<file path="src/rtl/weight_update_pkg.sv">
// Shared Q-format constants and FSM encoding for the LMS weight-update engine.
// Default format is Q4.12 with 8 weights.
package weight_update_pkg;

   localparam int Q_WIDTH = 16;
   localparam int Q_FRAC  = 12;
   localparam int VEC_LEN = 8;
   localparam int Q_ONE   = 1 << Q_FRAC;

   localparam logic signed [Q_WIDTH-1:0] WMAX = {1'b0, {(Q_WIDTH-1){1'b1}}};
   localparam logic signed [Q_WIDTH-1:0] WMIN = {1'b1, {(Q_WIDTH-1){1'b0}}};

   localparam logic [1:0] ST_IDLE   = 2'd0;
   localparam logic [1:0] ST_SCALE  = 2'd1;
   localparam logic [1:0] ST_UPDATE = 2'd2;
   localparam logic [1:0] ST_DONE   = 2'd3;

endpackage

</file>
<file path="src/rtl/weight_update_q_mult_sat.sv">
// Combinational signed Q-format multiply: full product, arithmetic shift by QP
// (floor), then saturation back to WIDTH bits.
module q_mult_sat
   import weight_update_pkg::*;
#(
   parameter int WIDTH = Q_WIDTH,
   parameter int QP    = Q_FRAC
) (
   input  logic signed [WIDTH-1:0] a,
   input  logic signed [WIDTH-1:0] b,
   output logic signed [WIDTH-1:0] p
);

   localparam logic signed [2*WIDTH-1:0] LIM_HI = {{(WIDTH+1){1'b0}}, {(WIDTH-1){1'b1}}};
   localparam logic signed [2*WIDTH-1:0] LIM_LO = {{(WIDTH+1){1'b1}}, {(WIDTH-1){1'b0}}};

   logic signed [2*WIDTH-1:0] prod;
   logic signed [2*WIDTH-1:0] shifted;

   assign prod    = a * b;
   assign shifted = prod >>> QP;

   always_comb begin
      p = shifted[WIDTH-1:0];
      if (shifted > LIM_HI) begin
         p = {1'b0, {(WIDTH-1){1'b1}}};
      end else if (shifted < LIM_LO) begin
         p = {1'b1, {(WIDTH-1){1'b0}}};
      end
   end

endmodule

</file>
<file path="src/rtl/weight_update.sv">
// Sequential LMS weight update: w[i] <= sat(w[i] + sat(mu*err)*x[i]), one element
// per cycle through a single shared Q multiplier.
module weight_update
   import weight_update_pkg::*;
#(
   parameter int WIDTH = Q_WIDTH,
   parameter int QP    = Q_FRAC,
   parameter int LEN   = VEC_LEN
) (
   input  logic                   clk,
   input  logic                   reset,
   input  logic                   clear,
   input  logic                   in_valid,
   output logic                   in_ready,
   input  logic [WIDTH-1:0]       mu,
   input  logic [WIDTH-1:0]       err,
   input  logic [LEN*WIDTH-1:0]   x_packed,
   output logic [LEN*WIDTH-1:0]   w_packed,
   output logic                   busy,
   output logic                   done,
   output logic [1:0]             state_dbg
);

   localparam int IW = $clog2(LEN);

   // Handshake: a request transfers on a rising edge where in_valid && in_ready
   // and clear is low; in_ready is high only in IDLE and requests are never queued.

   logic [1:0]                state;
   logic [IW-1:0]             idx;
   logic signed [WIDTH-1:0]   mu_l;
   logic signed [WIDTH-1:0]   err_l;
   logic [LEN*WIDTH-1:0]      x_l;
   logic signed [WIDTH-1:0]   mu_e;
   logic signed [WIDTH-1:0]   w [LEN];

   logic signed [WIDTH-1:0]   mul_a;
   logic signed [WIDTH-1:0]   mul_b;
   logic signed [WIDTH-1:0]   mul_p;
   logic signed [WIDTH-1:0]   w_cur;
   logic signed [WIDTH:0]     sum;
   logic signed [WIDTH-1:0]   w_next;

   // The multiplier forms mu*err in SCALE and mu_e*x[idx] in UPDATE.
   always_comb begin
      mul_a = mu_e;
      mul_b = x_l[idx*WIDTH +: WIDTH];
      if (state == ST_SCALE) begin
         mul_a = mu_l;
         mul_b = err_l;
      end
   end

   q_mult_sat #(.WIDTH(WIDTH), .QP(QP)) u_mult (
      .a (mul_a),
      .b (mul_b),
      .p (mul_p)
   );

   always_comb begin
      w_cur  = w[idx];
      sum    = {w_cur[WIDTH-1], w_cur} + {mul_p[WIDTH-1], mul_p};
      w_next = sum[WIDTH-1:0];
      if (sum[WIDTH] != sum[WIDTH-1]) begin
         w_next = sum[WIDTH] ? {1'b1, {(WIDTH-1){1'b0}}} : {1'b0, {(WIDTH-1){1'b1}}};
      end
   end

   always_ff @(posedge clk or negedge reset) begin
      if (!reset) begin
         state <= ST_IDLE;
         idx   <= '0;
         mu_l  <= '0;
         err_l <= '0;
         x_l   <= '0;
         mu_e  <= '0;
         for (int i = 0; i < LEN; i++) w[i] <= '0;
      end else if (clear) begin
         state <= ST_IDLE;
         idx   <= '0;
         for (int i = 0; i < LEN; i++) w[i] <= '0;
      end else begin
         case (state)
            ST_IDLE: begin
               if (in_valid) begin
                  mu_l  <= mu;
                  err_l <= err;
                  x_l   <= x_packed;
                  state <= ST_SCALE;
               end
            end
            ST_SCALE: begin
               mu_e  <= mul_p;
               idx   <= '0;
               state <= ST_UPDATE;
            end
            ST_UPDATE: begin
               w[idx] <= w_next;
               if (idx == IW'(LEN-1)) begin
                  state <= ST_DONE;
               end else begin
                  idx <= idx + 1'b1;
               end
            end
            ST_DONE: state <= ST_IDLE;
            default: state <= ST_IDLE;
         endcase
      end
   end

   always_comb begin
      w_packed = '0;
      for (int i = 0; i < LEN; i++) w_packed[i*WIDTH +: WIDTH] = w[i];
   end

   assign in_ready  = (state == ST_IDLE);
   assign busy      = (state == ST_SCALE) || (state == ST_UPDATE);
   assign done      = (state == ST_DONE);
   assign state_dbg = state;

endmodule

</file>
<file path="config.mk">
export PLATFORM = sky130hd
export DESIGN_NAME = weight_update
export DESIGN_NICKNAME = d
export VERILOG_FILES = /design/src/rtl/weight_update_pkg.sv /design/src/rtl/weight_update_q_mult_sat.sv /design/src/rtl/weight_update.sv
export SDC_FILE = /design/constraint.sdc
export NUM_CORES = 1
export LEC_CHECK = 0
export ABC_AREA = 1
export CAP_MARGIN = 40
export CELL_PAD_IN_SITES_DETAIL_PLACEMENT = 0
export CELL_PAD_IN_SITES_GLOBAL_PLACEMENT = 1
export CORE_ASPECT_RATIO = 0.9
export CORE_UTILIZATION = 45
export CTS_BUF_LIST = sky130_fd_sc_hd__clkbuf_8
export CTS_CLUSTER_DIAMETER = 100
export DETAILED_ROUTE_END_ITERATION = 16
export GPL_TIMING_DRIVEN = 0
export PLACE_DENSITY_LB_ADDON = 0.1
export SYNTH_ARGS = -nofsm -noshare
export SYNTH_HDL_FRONTEND = slang
export SYNTH_SLANG_ARGS = --single-unit
</file>
<file path="constraint.sdc">
create_clock -name clk -period 11.3 [get_ports clk]
set_input_delay 2.26 -clock clk [delete_from_list [all_inputs] [get_ports clk]]
set_output_delay 2.26 -clock clk [all_outputs]
set_load 0.01 [all_outputs]
</file>
==> Word-level counts from Yosys, hierarchy flattened <==
Index checks and enable logic that the tools add are counted.
{ "word_totals": {"reg_bits": 309, "output_inout_bits": 133, "inputBits": 164} }
{ "op_classes": {"n_reduce_logical": 9, "magnitude_cmp": 4, "mux": 21, "eq_ne": 8, "mul": 1, "bitwise": 2, "n_shift": 1, "addsub": 2} }
{ "op_table": {"columns": ["op", "n"], "rows": [
  ["$mux W128", 2],
  ["$mux W16", 9],
  ["$bwmux W128", 1],
  ["$shiftx A128 B8 Y16", 1],
  ["$bmux W16 S3", 1],
  ["$demux W16 S3", 1],
  ["$mul A16 B16 Y32", 1],
  ["$gt A20 B16 Y1 const B", 1],
  ["$lt A20 B16 Y1 const B", 1],
  ["$add A16 B16 Y17", 1],
  ["$ne A3 B3 Y1 const B", 3],
  ["$pmux W2 S4", 1],
  ["$mux W2", 3],
  ["$mux W3", 2],
  ["$pmux W3 S2", 1],
  ["$reduce_and A2 Y1", 3],
  ["$eq A2 B2 Y1 const B", 2],
  ["$ge A4 B4 Y1 const B", 1],
  ["$lt A4 B1 Y1 const B", 1],
  ["$not A3 Y4", 1],
  ["$add A3 B1 Y3 const B", 1],
  ["$eq A3 B3 Y1 const B", 1],
  ["$reduce_and A3 Y1", 1],
  ["$reduce_bool A3 Y1", 1],
  ["other kinds (7)", 7]
]} }

==> Logic depth before layout (Yosys ltp) <==
Gate-level depths: netlist of the first run.
{ "logic_depth": {"ltp_word": 12, "ltp_mapped": 58, "ltp_nobuf": 54} }

==> Cells and area by module <==
Synthesis of the first run repeated with hierarchy kept, for this count alone.
{ "hier_totals": {"cells_unflattened": 2963, "hier_area_um2": 25314.3} }
{ "by_module_without_submodules": {"columns": ["module", "area_each_um2", "n_inst", "cells_each", "seq_area_each_um2"], "rows": [
  ["weight_update", 14707.9, 1, 1531, 7732.4],
  ["q_mult_sat", 10606.4, 1, 1432, 0.0]
]} }

==> Worst setup path after synthesis of the first run <==
OpenSTA, ideal clock, no wires.
{ "synth_path": {"kind": "reg-to-reg", "start": "register idx[0]", "end": "register w, in the netlist w_packed[53]", "setup_ns": 0.118, "setup_slack_ns": 1.866, "arrival_ns": 9.316, "n_path_buf": 5, "path_stages_with_launch": 48, "path_cell_list": "dfrtp_1 inv_1 buf_2 nand2_1 inv_1 clkbuf_1 a22o_1 a221oi_1 nand4_1 o21ai_1 nor2_1 fa_1 fa_1 fa_1 fa_1 fa_1 inv_1 fa_1 [... 12 more ...] buf_6 nand2_2 ha_1 nand2_1 or2_0 nand3_1 a21boi_1 o21ai_1 a21boi_1 nor2_1 nor2_1 o21bai_2 xor2_1 nand3_1 buf_2 buf_2 nand3_1 nand2_1"} }
{ "synth_between": {"elab_chain_cells": 12, "word_cells_on_any_way": 23} }
{ "synth_rtl": {"columns": ["item", "line_no", "rtl"], "rows": [
  ["start: declaration", "weight_update.sv:30", "logic [IW-1:0] idx;"],
  ["start signal: assignment", "weight_update.sv:102", "idx <= idx + 1'b1;"],
  ["$shiftx A128 B8 Y16 (*)", "weight_update.sv:47", "mul_b = x_l[idx*WIDTH +: WIDTH];"],
  ["$mux W16 (*)", "weight_update.sv:48", "if (state == ST_SCALE) begin"],
  ["$mul A16 B16 Y32 (*)", "weight_update_q_mult_sat.sv:20", "assign prod = a * b;"],
  ["$lt A20 B16 Y1", "weight_update_q_mult_sat.sv:27", "end else if (shifted < LIM_LO) begin"],
  ["$mux W16", "weight_update_q_mult_sat.sv:27", null],
  ["$mux W16 (*)", "weight_update_q_mult_sat.sv:25", "if (shifted > LIM_HI) begin"],
  ["via mul_p[5]", "weight_update.sv:39", "logic signed [WIDTH-1:0] mul_p;"],
  ["$add A16 B16 Y17 (*)", "weight_update.sv:62", "sum = {w_cur[WIDTH-1], w_cur} + {mul_p[WIDTH-1], mul_p};"],
  ["$mux W16 / $ne A1 B1 Y1 (equally long branches)", "weight_update.sv:65, weight_update.sv:64", null],
  ["$mux W16 (*)", "weight_update.sv:64", "if (sum[WIDTH] != sum[WIDTH-1]) begin"],
  ["$bwmux W128 (*)", "weight_update.sv:98", "w[idx] <= w_next;"],
  ["$mux W128 (*)", "weight_update.sv:83", "case (state)"],
  ["$mux W128 (*)", "weight_update.sv:78", "end else if (clear) begin"],
  ["end signal: indexed assignment", "weight_update.sv:98", null],
  ["end: declaration", "weight_update.sv:35", "logic signed [WIDTH-1:0] w [LEN];"]
]} }
Mark *: on every way through the listed nets, which the timed path passes. The rest lies on a longest branch. The select of a mux whose other input is x is not followed.
A chain may end at the register's enable or synchronous reset.

==> Final worst setup path of the first run <==
{ "layout_path": {"start": "register idx[1]", "end": "register w, in the netlist w_packed[105]"} }
Same word-level chain as after synthesis.

==> impl_metrics.py, run 1 <==
metrics = {
    "outcome": {
        "outcome": "finished with violations",
        "violations": "design-rule violations",
    },
    "clock_network": {
        "cts.sinks": 309,
        "worstSkewPairLatency_ps": 700,
        "clkTransAtPathRegs_ps": 60,
        "cts_tree": "built",
        "numCtsBuffers": 54,
        "cts-htree-levels": 2,
        "cts_hold_buffers": 0,
        "clockBufferDepth": 3,
        "cts-root-buf": "clkbuf_8",
    },
    "finish": {
        "multi_input_area_mm2": 0.0149,
        "layout_common_cells": "nand2_1 (552), inv_1 (407), dfrtp_1 (309), clkdlybuf4s50_1 (295), fa_1 (260)",
        "final_common_cell": "nand2_1",
        "area_growth_pct": 23.6,
        "filler_cell_count": 4916,
        "design_area_mm2": 0.0301,
        "drive_gt1_share_pct": 13.9,
        "regArea_mm2": 0.00773,
        "final_nets": 3607,
        "finalCoreUtilization_pct": 56.5,
    },
    "worst_setup_path": {
        "cp-start-kind": "flop",
        "max_stage_delay_ps": 570,
        "cp.required_ps": 11820,
        "critPathArrivalTime_ps": 11280,
        "r2r_slack_ps": 540,
        "path_class": "flop to flop",
        "worstSetupEndpointType": "flop",
        "critPathMaxFanout": 10,
        "critical-path-slowest-cell": "fa_1",
    },
    "synthesis": {
        "postSynthCellCount": 2690,
        "synth_top_area_share_pct": 31.8,
        "synth-edff-count": 0,
        "synth_area_mm2": 0.0244,
        "yosys_warnings": 0,
        "yosys-top-cells-area": "dfrtp_1 (32%), fa_1 (22%), nand2_1 (8.6%)",
        "synth_ff_type": "dfrtp_1",
        "ys_seq_area_share_pct": 31.8,
        "synth_fp_nets": 3218,
        "syn_avg_cell_area_um2": 9.05,
        "synth-seq-cells": 309,
        "synth_cell_types": 57,
        "post-synth-top-area-cell": "dfrtp_1",
        "async_reset_ff_share_pct": 100,
    },
    "sta": {
        "finClkSkew_ps": 74.1,
        "finalMaxSlewViolations": 0,
        "finalHoldViolCount": 0,
        "fmax_mhz": 92.9,
        "setup_viol": 0,
        "finalSetupTns_ps": 0,
        "fin_crit_ps": 10760,
        "slew_headroom_pct": 34.6,
        "hold-worst-slack_ps": 484,
        "fin_crit_sh_pct": 95.2,
        "worst_pin_slew_ps": 971,
    },
    "detailed_routing": {
        "drtIter0Drc": 1773,
        "drc": 6,
        "via_per_inst": 5.46,
        "wirelength_um": 86000,
        "vias": 20900,
        "avgRoutedWirePerCell_um": 22.5,
        "ant_nets": 0,
        "drtPass1Iterations": 12,
    },
    "job": {
        "maxCapViolCount": 0,
    },
    "die": {
        "die_w_um": 247,
        "die-area_mm2": 0.0551,
        "io_pins": 297,
        "die_h_um": 223,
        "design.core.area_mm2": 0.0533,
        "num_rows": 80,
        "start_util_pct": 45.7,
    },
    "placed_design": {
        "post-dp-hpwl_um": 68700,
        "place_congestion": 0.972,
        "placed_cell_area_mm2": 0.0284,
        "portBuffers": 296,
    },
    "global_route": {
        "grt_pass1_vias": 21900,
        "grt_first_pass_wirelength_um": 131000,
        "grt_max_degree": 125,
        "grt_usage_pct": 31.9,
        "grt_antenna_before_repair": 10,
        "grt_overflow": 0,
    },
    "min_path": {
        "hold_path.class": "flop to flop",
    },
}
-- timing repair --
| action | 4_1_cts | 5_1_grt |
|---|---|---|
| pin swaps | 0 | 7 |
| setup endpoints to repair | 128 | 120 |
| cloned | 0 | 1 |
| gates resized for setup | 35 | 105 |
| buffers inserted | 0 | 19 |
-- worst max-delay path: cells and delay by family (launching register included) --
family,cells,cell delay [ps]
xor+xnor,1,160
fa+ha+maj,8,3750
flops,1,440
compound gates,8,1520
buf+inv,11,1970
simple gates,19,2740
-- cells by family (layout without fill, tap and decap cells) --
kind of cell,after synthesis,after routing,synth area share (%)
AND/OR/NAND/NOR,1048,1048,18.4
buffers and inverters,511,941,8.13
adder cells (fa/ha/maj),364,364,26.8
flip-flops,309,309,31.8
AO/OA/AOI/OAI,276,276,7.00
multiplexers,141,141,6.52
XOR/XNOR,41,41,1.47
other,0,10,0
-- flip-flops by register name (all words and copies together), names as in the netlist --
name,count
err_l,16
mu_l,16
x_l,128
w_packed,128
state_dbg,2
idx,3
mu_e,16
-- final timing paths --
check	start	endpoint	depth (start not counted)
worst max-delay path	idx[1]	w_packed[105]	47
worst min-delay path	mu_e[15]	mu_e[15]	2
worst max register to register	idx[1]	w_packed[105]	47
worst min register to register	mu_e[15]	mu_e[15]	2
max in group asynchronous	reset	w_packed[105]	2
min in group asynchronous	reset	x_l[85]	1
-- through the flow --
| step | cells | setup slack [ps] |
|---|---|---|
| 2_1_floorplan | 2690 | 1870 |
| 3_3_place_gp | 3683 | -5370 |
| 3_5_place_dp | 3705 | -798 |
| 4_1_cts | 3798 | 17.9 |
| 5_1_grt | 3827 | -41.3 |
| 6_report | 3827 | 539 |
-- synthesized netlist by cell type (4+ instances only) --
cell type	instances
nand2_1	555
inv_1	397
dfrtp_1	309
fa_1	262
nor2_1	223
nand3_1	147
mux2_2	141
ha_1	102
a21oi_1	80
clkbuf_1	76
o22ai_1	57
o21ai_0	49
or2_2	28
nand2_2	26
xor2_1	23
nand4_1	22
a221oi_1	20
o21ai_1	19
xnor2_1	18
buf_2	16
nor3_1	12
or4_1	12
clkinv_1	9
a32o_1	8
nor4_1	8
a22o_1	7
a211oi_1	5
nand3_2	5
o21a_1	5
a31oi_1	4
buf_6	4
inv_2	4
-- per-layer routing --
layer  share of wire (%)  up-vias  global-route usage, %
met4                 3.5        0                   12.4
met3                 6.2      170                   4.77
li1                    -     9369                      -
met2                  47      832                   50.2
met5                   0        -                      0
met1                  44    10500                   44.4
-- cell type report --
| type | count | area share [%] |
|---|---|---|
| Multi-Input combinational cell | 1870 | 49.6 |
| Tap cell | 697 | 2.90 |
| Timing Repair Buffer | 337 | 11.0 |
| Sequential cell | 309 | 25.7 |
| Buffer | 96 | 1.66 |
| Clock buffer | 68 | 3.11 |
| Timing Repair inverter | 1 | 0.0249 |
| Clock inverter | 29 | 0.674 |
| Inverter | 410 | 5.28 |
| Antenna cell | 10 | 0.0831 |
Power of run 1 is left out: the tool's default activity adds up to more than one toggle a clock period on the data nets, which glitch-free logic cannot reach.
==> inputs of run 2 (changes only) <==
Settings changed: PLACE_DENSITY set to 0.92, PLACE_DENSITY_LB_ADDON 0.1 to not set.
==> run 2 against run 1 <==
Compared with the run above: the flow still finishes with violations (design-rule violations); cell area increased by 0.28%; non-clock buffer count unchanged; maximum frequency decreased by 0.95%; critical path depth increased by 3; worst hold slack improved by 3.5 ps; die area unchanged; first-iteration DRC count decreased by 7.6%; utilization increased by 0.16 points; register-to-register slack got worse by 100 ps; routed wire length about the same; clock skew decreased by 39 ps; count of clock-buffer cells in the layout decreased by 2.
==> impl_metrics.py, run 2 (synthesis results as in run 1) <==
metrics = {
    "outcome": {
        "outcome": "finished with violations",
        "violations": "design-rule violations",
    },
    "die": {
        "num_rows": 80,
        "start_util_pct": 45.7,
        "die_w_um": 247,
        "design.core.area_mm2": 0.0533,
        "die_h_um": 223,
        "die-area_mm2": 0.0551,
        "io_pins": 297,
    },
    "placed_design": {
        "portBuffers": 296,
        "place_congestion": 1.02,
        "post-dp-hpwl_um": 68900,
        "place_inst": 3707,
    },
    "worst_setup_path": {
        "max_stage_delay_ps": 590,
        "path_class": "flop to flop",
        "critical-path-slowest-cell": "fa_1",
        "cpMostUsedCell": "nand2_1",
        "critPathArrivalTime_ps": 11400,
        "reg2reg_to": "w_packed[86]",
        "cp-start-kind": "flop",
        "cp.required_ps": 11840,
        "worstRegToRegCells": 50,
        "worstSetupEndpointType": "flop",
        "r2r_slack_ps": 440,
        "crit-reg2reg-launch": "idx[0]",
        "critPathMaxFanout": 10,
    },
    "clock_network": {
        "cts-root-buf": "clkbuf_8",
        "numCtsBuffers": 53,
        "cts-htree-levels": 2,
        "cts_hold_buffers": 0,
        "worstSkewPairLatency_ps": 660,
        "clkTransAtPathRegs_ps": 70,
        "cts_tree": "built",
        "clockBufferDepth": 3,
        "cts.sinks": 309,
    },
    "sta": {
        "finClkSkew_ps": 35.1,
        "slew_headroom_pct": 35.8,
        "fin_crit_ps": 10860,
        "finalHoldViolCount": 0,
        "fin_crit_sh_pct": 96.1,
        "worst_pin_slew_ps": 957,
        "setup_viol": 0,
        "finalMaxSlewViolations": 0,
        "fmax_mhz": 92.0,
    },
    "detailed_routing": {
        "via_per_inst": 5.57,
        "drtPass1Iterations": 11,
        "avgRoutedWirePerCell_um": 22.5,
        "ant_nets": 0,
        "drtIter0Drc": 1639,
        "wirelength_um": 86000,
        "drc": 6,
        "vias": 21300,
    },
    "global_route": {
        "grt_first_pass_wirelength_um": 133000,
        "grt_max_degree": 118,
        "grt_antenna_before_repair": 8,
        "grt_pass1_vias": 22500,
        "grt_overflow": 0,
        "grt_usage_pct": 31.9,
    },
    "finish": {
        "fin_cells": 3826,
        "drive_gt1_share_pct": 14.1,
        "area_growth_pct": 23.9,
        "layout_common_cells": "nand2_1 (553), inv_1 (404), dfrtp_1 (309), clkdlybuf4s50_1 (295), fa_1 (260)",
        "final_nets": 3605,
        "filler_cell_count": 4730,
        "final_common_cell": "nand2_1",
    },
    "min_path": {
        "min_path_cells": 2,
        "hold_start": "mu_e[2]",
        "hold_path.class": "flop to flop",
        "holdPathEnd": "mu_e[2]",
    },
    "job": {
        "maxCapViolCount": 0,
    },
}
==> run 2: stage by stage <==
stage          hold slack, ps  utilization [%]  setup TNS [ps]  setup WS [ps]  area [µm²]
2_1_floorplan             444                -               0           1870       24400
5_1_grt                   515             56.7            -445          -36.3       30200
3_5_place_dp              477             53.4          -60930           -597       28400
3_3_place_gp              465             52.9        -1714900          -5120       28200
4_1_cts                   493             55.7               0           13.0       29700
6_report                  487             56.7               0            436       30200
==> run 2: layout make-up <==
cell class	count	area, µm²	share of cell area [%]
multi-input cells	1870	15000	49.5
flip-flops and latches	309	7730	25.6
repair buffers	339	3370	11.2
inverters	410	1590	5.28
clock buffers	66	908	3.01
well taps	697	872	2.89
plain buffers	94	493	1.63
clock inverters	33	240	0.796
diodes	8	20.0	0.0663
==> run 2: how the worst max path moves through the flow <==
stage	startpoint	endpoint	slack (ps)
2_1_floorplan	idx[0]	w_packed[53]	1870
3_3_place_gp	reset	mu_l[10]	-5120
3_5_place_dp	idx[0]	w_packed[119]	-600
4_1_cts	idx[2]	w_packed[87]	10
5_1_grt	idx[2]	w_packed[65]	-40
6_report	idx[0]	w_packed[86]	440
==> run 2: layer usage <==
layer / GRT usage, % / vias up / routed length (µm)
met5: 0 / - / 0
met4: 11.6 / 0 / 2960
met3: 5.16 / 169 / 7360
met2: 50.8 / 1004 / 40100
li1: - / 9358 / -
met1: 44.0 / 10800 / 35600
==> run 2: critical path: cells and delay by family (launching register included) <==
family | cells | cell delay [ps]
adder cells (fa/ha/maj) | 8 | 3640
AO/OA/AOI/OAI | 13 | 2380
AND/OR/NAND/NOR | 17 | 2320
buffers and inverters | 11 | 1810
flip-flops | 1 | 400
XOR/XNOR | 1 | 150
==> run 2: repair_timing <==
action,CTS,global route
setup endpoints to repair,120,120
gates resized for setup,35,110
buffers inserted,1,17
pin swaps,1,7
Power of run 2 is left out for the same reason.
